--- config.mk ---
export PLATFORM = sky130hd
export DESIGN_NAME = bin2bcd_seq
export DESIGN_NICKNAME = d
export VERILOG_FILES = /design/src/rtl/bin2bcd_seq_pkg.sv /design/src/rtl/bcd_digit_adj.sv /design/src/rtl/bin2bcd_seq.sv
export SDC_FILE = /design/constraint.sdc
export NUM_CORES = 1
export LEC_CHECK = 0
export CAP_MARGIN = 25
export CORE_UTILIZATION = 45
export DETAILED_ROUTE_END_ITERATION = 7
export PLACE_DENSITY = 0.76
export SETUP_SLACK_MARGIN = 0.5
export SLEW_MARGIN = 40
export SYNTH_ARGS = -nofsm -noshare
export SYNTH_HDL_FRONTEND = slang
export SYNTH_HIERARCHICAL = 1
export SYNTH_SLANG_ARGS = --single-unit
--- constraint.sdc ---
create_clock -name clk -period 2 [get_ports clk]
set_input_delay 0.6 -clock clk [delete_from_list [all_inputs] [get_ports clk]]
set_output_delay 0.6 -clock clk [all_outputs]
set_load 0.005 [all_outputs]
--- src/rtl/bin2bcd_seq_pkg.sv ---
// Shared definitions for the iterative binary-to-BCD converter.
package bin2bcd_seq_pkg;

  typedef enum logic {
    IDLE = 1'b0,
    CONV = 1'b1
  } state_t;

  localparam int unsigned SCR_DIGITS     = 10;
  localparam int unsigned SCR_W          = 4 * SCR_DIGITS;
  localparam int unsigned BCD_ADJ_THRESH = 5;
  localparam int unsigned BCD_ADJ_ADD    = 3;
  localparam int unsigned CNT_W          = 6;

endpackage

--- src/rtl/bcd_digit_adj.sv ---
// Double-dabble digit correction: digits of 5 or more get +3 before the shift.
module bcd_digit_adj
  import bin2bcd_seq_pkg::*;
(
  input  logic [3:0] d,
  output logic [3:0] adj_c
);

  assign adj_c = (d >= 4'(BCD_ADJ_THRESH)) ? d + 4'(BCD_ADJ_ADD) : d;

endmodule

--- src/rtl/bin2bcd_seq.sv ---
// Iterative shift-add-3 converter: one bit per clock, result held between conversions.
module bin2bcd_seq
  import bin2bcd_seq_pkg::*;
#(
  parameter int unsigned BIN_W      = 32,
  parameter int unsigned OUT_DIGITS = 8
) (
  input  logic                    clk,
  input  logic                    rst_n,
  input  logic                    start,
  input  logic [BIN_W-1:0]        bin,
  output logic                    busy,
  output logic                    done,
  output logic [4*OUT_DIGITS-1:0] bcd,
  output logic                    overflow
);

  localparam int unsigned OUT_W = 4 * OUT_DIGITS;
  localparam int unsigned CAT_W = SCR_W + BIN_W;

  state_t             state;
  state_t             state_next;
  logic [BIN_W-1:0]   bin_sr;
  logic [SCR_W-1:0]   scr;
  logic [SCR_W-1:0]   scr_adj;
  logic [CAT_W-1:0]   cat_shift;
  logic [SCR_W-1:0]   scr_shift;
  logic [BIN_W-1:0]   bin_shift;
  logic [CNT_W-1:0]   cnt;
  logic               load;
  logic               step;
  logic               last;

  // Per-digit correction of the scratch register ahead of each shift.
  for (genvar g = 0; g < SCR_DIGITS; g++) begin : g_adj
    bcd_digit_adj u_adj (
      .d     (scr[4*g +: 4]),
      .adj_c (scr_adj[4*g +: 4])
    );
  end

  assign cat_shift = {scr_adj, bin_sr} << 1;
  assign scr_shift = cat_shift[CAT_W-1:BIN_W];
  assign bin_shift = cat_shift[BIN_W-1:0];

  always_ff @(posedge clk or negedge rst_n) begin
    if (!rst_n) state <= IDLE;
    else        state <= state_next;
  end

  // Next state and datapath controls.
  always_comb begin
    state_next = state;
    load       = 1'b0;
    step       = 1'b0;
    last       = 1'b0;
    case (state)
      IDLE: begin
        if (start) begin
          load       = 1'b1;
          state_next = CONV;
        end
      end
      CONV: begin
        step = 1'b1;
        if (cnt == CNT_W'(BIN_W - 1)) begin
          last       = 1'b1;
          state_next = IDLE;
        end
      end
      default: state_next = IDLE;
    endcase
  end

  // Shift registers, iteration counter and held outputs.
  always_ff @(posedge clk or negedge rst_n) begin
    if (!rst_n) begin
      bin_sr   <= '0;
      scr      <= '0;
      cnt      <= '0;
      done     <= 1'b0;
      bcd      <= '0;
      overflow <= 1'b0;
    end else begin
      done <= last;
      if (load) begin
        bin_sr <= bin;
        scr    <= '0;
        cnt    <= '0;
      end else if (step) begin
        bin_sr <= bin_shift;
        scr    <= scr_shift;
        cnt    <= cnt + CNT_W'(1);
      end
      if (last) begin
        bcd      <= scr_shift[OUT_W-1:0];
        overflow <= |(scr_shift >> OUT_W);
      end
    end
  end

  assign busy = (state == CONV);

endmodule

==> results.toml, run 1 <==
[outcome]
status = "finished with violations"
violations = "DRC"

[layout]
finish.utilization = 0.671
final_layout_size_suffix_gt1_frac = 0.364
final.fill_count = 821
nNetsFinal = 675
layout_common_cells = "107 x dfrtp_1, 73 x nand2_1, 58 x buf_4"
fin_cells = 772
syn2layout_area_growth_pct = 43.1
final_common_cell = "dfrtp_1"
antenna_cells = 0

[critical_path]
end_kind = "flop"
r2r_cells = 8
crit_chain = "inv_2, ha_4, nand2b_4, a21oi_4, xnor2_2, nor4_2, nand2_1, mux2_4"
path_max_fanout = 3
path_buf_inv = 1
r2r_setup_slack_ps = 110
cp-start-kind = "flop"
cp.required_ps = 2290
cp_top_family = "simple AND/OR/NAND/NOR gates"
rr_endpoint = "overflow$_DFFE_PN0P_"
cp.arrival_ps = 2190
worstSetupPathType = "flop to flop"
slowest_stage = "dfrtp_1"
critical_path.max_stage_delay_ps = 380
r2r-start = "scr[33]$_DFFE_PN0P_"

[global_routing]
grt_pass1_vias = 4198
grt.busiest_layer = "met2"
use_met1 = 0.257
gr-usage-all-layers = 0.209
grt_max_degree = 71
globalRoute.totalOverflow = 0
antenna_found_initial = 0
grtUsageMet2 = 0.348
grt_first_pass_wirelength_mm = 20.4
use_met3 = 0.0506

[routing]
wl_per_cell_um = 17.5
finalWirelength_mm = 13.5
ant_nets = 0
drc = 5
vias = 4151
drtIter0Drc = 211
drtPass1Iterations = 7
viasPerCell = 5.38

[sta]
setup_violations = 0
fin_setup_tns_ps = 0
fmax_mhz = 528
period_needed_ps = 1890
hold_viol_final = 0
grt_setup_unrepaired = "true"
fin_skew_ps = 10.4
slew_headroom = 0.752
slew_viol_final = 0
worst_pin_slew_ps = 372
period_share = 0.947
setup_slack_ps = 107

[floorplan]
initial_core_util = 0.469
die_y_um = 112
top_level_ports = 70
core_um2 = 11600
die_w_um = 112
die_area_um2 = 12500
std_cell_rows = 39

[clocking]
clk_path_buf_depth = 2
htree_levels = 4
numCtsBuffers = 17
cts_tree = "done"
clkSlewWorstSetupHoldPaths_ps = 50
insertion_delay_ps = 420
cts_root_buf = "clkbuf_16"
cts_sinks = 113

[placement]
routabilityCongestion = 0.771
dpl_worst_slack_ps = 217
place_inst = 684
post-dp-hpwl_mm = 7.05
io_buffer_count = 69

[power_and_ir_drop]
p_leak_nw = 3.70
vdd_drop_max_v = 0.000787
p_total_w = 0.0132
powerDensity_nw_per_um2 = 1700

[yosys]
synth_area_um2 = 5420
syn_avg_cell_area_um2 = 11.2
synth_fp_nets = 540
synthCells = 484
yosysWarningCount = 6

[flow_run]
maxCapViolations = 0

[hold_path]
hold_class = "input pin to async pin"
## layer usage
layer | vias up | share of wire
li1 | 1958 | -
met1 | 2088 | 0.42
met2 | 85 | 0.53
met3 | 20 | 0.033
met4 | 0 | 0.018
met5 | - | 0
## state kept, by name, indices dropped and copies added (netlist names)
signal / cells
bcd: 32
bin_sr: 32
busy: 1
cnt: 6
done: 1
overflow: 1
scr: 40
## power breakdown
group | internal (W) | switching, W | leakage (nW)
clock | 0.00206 | 0.00100 | 0.295
combinational | 0.00346 | 0.00267 | 1.94
sequential | 0.00321 | 0.000832 | 1.46
total | 0.00873 | 0.00451 | 3.70
## metrics by stage
| stage | hold slack, ps | instance area (um2) |
|---|---|---|
| final | 80.6 | 7760 |
| after global routing | 78.7 | 7760 |
| after CTS | 74.0 | 7290 |
| after detailed placement | 473 | 6400 |
| after global placement | 461 | 6400 |
| after floorplan | 304 | 5520 |
## how the worst max path moves through the flow
stage / start / end / slack, ps / cells after the start
global route: scr[33]$_DFFE_PN0P_ / overflow$_DFFE_PN0P_ / 60 / 8
finish: scr[33]$_DFFE_PN0P_ / overflow$_DFFE_PN0P_ / 110 / 8
floorplan: scr[32]$_DFFE_PN0P_ / overflow$_DFFE_PN0P_ / 350 / 8
detailed placement: scr[33]$_DFFE_PN0P_ / overflow$_DFFE_PN0P_ / 220 / 8
CTS: scr[33]$_DFFE_PN0P_ / overflow$_DFFE_PN0P_ / 250 / 8
global placement: scr[32]$_DFFE_PN0P_ / overflow$_DFFE_PN0P_ / 280 / 8
## final cells by class
type	count	area, um2	area share
Clock buffer	23	488	0.0629
Clock inverter	6	105	0.0135
Inverter	21	78.8	0.0102
Multi-Input combinational cell	327	2850	0.368
Sequential cell	113	2840	0.366
Tap cell	143	179	0.0231
Timing Repair Buffer	139	1220	0.157
## worst register-to-register path, stage by stage (launching register included)
cell      delay (ps)
dfrtp_1          380
inv_2             90
ha_4             160
nand2b_4         150
a21oi_4          200
xnor2_2          120
nor4_2           330
nand2_1           90
mux2_4           250
## timing repair
item,4_1_cts,5_1_grt
hold buffers,0,0
pin swaps,14,20
cloned,3,1
resized for setup,167,63
endpoints found under the setup margin,114,114
setup buffers,34,21
Note: power is estimated with default switching activity, not from simulation.
==> run 2, diff against run 1 <==
GPL_ROUTABILITY_DRIVEN = 0   (was unset)
==> results of run 2 <==
No change in the layout: final DEF, timing and power equal those of run 1.
==> run 3, diff against run 2 <==
CORE_ASPECT_RATIO = 1.5   (was unset)
PLACE_DENSITY = 0.77   (was 0.76)
==> run 3 against run 2 <==
The flow now finishes without violations. Worst hold slack improved by 100 ps. Non-clock buffer count is 3 higher. Routed wire length grew 3.6%. Clock skew is 2.7 ps lower. Register-to-register slack better by 30 ps. Flip-flop and latch count unchanged. Total power is 2.5% higher. Design area grew 1.9%. Cell count grew 1.7%. Sequential power about the same. Combinational power is 5.5% higher. Critical path type unchanged.
==> results.toml, run 3 (synthesis gave the netlist of run 1 again) <==
[global_routing]
globalRoute.totalOverflow = 0
grt_first_pass_wirelength_mm = 20.3
grt_pass1_vias = 4230
grt_max_degree = 72
gr-usage-all-layers = 0.211
antenna_found_initial = 0

[layout]
final_common_cell = "dfrtp_1"
top_register = "scr"
layout_common_cells = "108 x dfrtp_1, 73 x nand2_1, 54 x buf_4"
largest_reg_flops = 40
antenna_cells = 0
final.fill_count = 782
syn2layout_area_growth_pct = 45.8
top_regs = "scr (40), bcd (32), bin_sr (32)"
final_layout_size_suffix_gt1_frac = 0.394
nNetsFinal = 678
finish.utilization = 0.679

[power_and_ir_drop]
p_leak_nw = 3.72
p_total_w = 0.0136
powerDensity_nw_per_um2 = 1710
vdd_drop_max_v = 0.000926

[critical_path]
timing.critical_path.from = "scr[37]$_DFFE_PN0P_"
end_kind = "flop"
worstSetupPathType = "flop to flop"
cp-endpoint = "overflow$_DFFE_PN0P_"
r2r_cells = 9
crit_chain = "inv_2, ha_2, nand2b_4, a21oi_4, buf_6, mux2i_4, nor4_2, nand2_1, mux2_4"
path_max_fanout = 3
critical_path.max_stage_delay_ps = 390
cp-start-kind = "flop"
slowest_stage = "dfrtp_1"
cp.required_ps = 2290
r2r-start = "scr[37]$_DFFE_PN0P_"
rr_endpoint = "overflow$_DFFE_PN0P_"
cp.arrival_ps = 2160
r2r_setup_slack_ps = 130

[clocking]
cts_root_buf = "clkbuf_16"
cts_tree = "done"
cts_sinks = 113
clk_path_buf_depth = 2
numCtsBuffers = 17
clkSlewWorstSetupHoldPaths_ps = 50
htree_levels = 4
insertion_delay_ps = 410

[sta]
worst_pin_slew_ps = 381
fin_skew_ps = 7.71
period_share = 0.934
grt_setup_unrepaired = "true"
fin_setup_tns_ps = 0
period_needed_ps = 1870
slew_viol_final = 0
setup_slack_ps = 133
fmax_mhz = 536
setup_violations = 0
worst_hold_slack_ps = 184
slew_headroom = 0.743
hold_viol_final = 0

[routing]
drtIter0Drc = 257
vias = 4276
viasPerCell = 5.45
ant_nets = 0
wl_per_cell_um = 17.8
finalWirelength_mm = 14.0
drc = 0
drtPass1Iterations = 5

[outcome]
status = "complete, no violations"

[floorplan]
initial_core_util = 0.466
die_y_um = 136
std_cell_rows = 48
die_area_um2 = 12500
top_level_ports = 70
die_w_um = 91.6
core_um2 = 11700

[placement]
post-dp-hpwl_mm = 7.05
dpl_worst_slack_ps = 170
io_buffer_count = 69

[hold_path]
hold_class = "input pin to async pin"

[flow_run]
maxCapViolations = 0
## run 3: cell types whose count changed in the layout (fill, tap and decap cells not counted), sizes merged
cell      change
clkinv        +4
buf           +3
clkbuf        -3
clkinvlp      +2
## run 3: worst min-delay path by stage
| stage | startpoint | to | slack [ps] |
|---|---|---|---|
| 3_3_place_gp | bin_sr[6]$_DFFE_PN0P_ | bin_sr[7]$_DFFE_PN0P_ | 470 |
| 5_1_grt | rst_n | bin_sr[10]$_DFFE_PN0P_ | 190 |
| 6_report | rst_n | bin_sr[5]$_DFFE_PN0P_ | 180 |
| 4_1_cts | rst_n | bin_sr[10]$_DFFE_PN0P_ | 190 |
| 2_1_floorplan | rst_n | bcd[0]$_DFFE_PN0P_ | 300 |
| 3_5_place_dp | bin_sr[21]$_DFFE_PN0P_ | bin_sr[22]$_DFFE_PN0P_ | 470 |
## run 3: cell type report
class	instances	area [um2]	share of cell area
Multi-Input combinational cell	327	2930	0.371
Sequential cell	113	2840	0.359
Timing Repair Buffer	142	1290	0.163
Clock buffer	20	447	0.0565
Tap cell	150	188	0.0237
Clock inverter	12	140	0.0177
Inverter	21	78.8	0.00997
## run 3: layer usage
| metal | vias up | share of wire | global-route usage |
|---|---|---|---|
| li1 | 1961 | - | - |
| met1 | 2135 | 0.40 | 0.243 |
| met2 | 140 | 0.52 | 0.358 |
| met3 | 40 | 0.044 | 0.0582 |
| met4 | 0 | 0.041 | 0.108 |
| met5 | - | 0 | 0 |
## run 3: where the power goes
| group | total, W | internal (W) | switching [W] |
|---|---|---|---|
| Sequential | 0.00407 | 0.00321 | 0.000865 |
| Combinational | 0.00647 | 0.00361 | 0.00286 |
| Clock | 0.00301 | 0.00197 | 0.00104 |
| Total | 0.0136 | 0.00879 | 0.00477 |
## run 3: timing repair
item	CTS	global route
endpoints found under the setup margin	113	95
pin swaps	17	25
resized for setup	167	90
gates cloned	3	1
hold buffers	0	0
buffers inserted	33	28
## run 3: per-stage QoR
stage | instance area (um2) | instances
2_1_floorplan | 5520 | 484
3_3_place_gp | 6390 | 688
3_5_place_dp | 6390 | 688
4_1_cts | 7280 | 756
5_1_grt | 7910 | 785
6_report | 7910 | 785
## run 3: critical path: cells and delay by family, from the launching register on
kind,cells,cell delay [ps]
compound gates,1,70
fa+ha+maj,1,170
buf+inv,2,250
mux,2,450
flops,1,390
simple gates,3,410
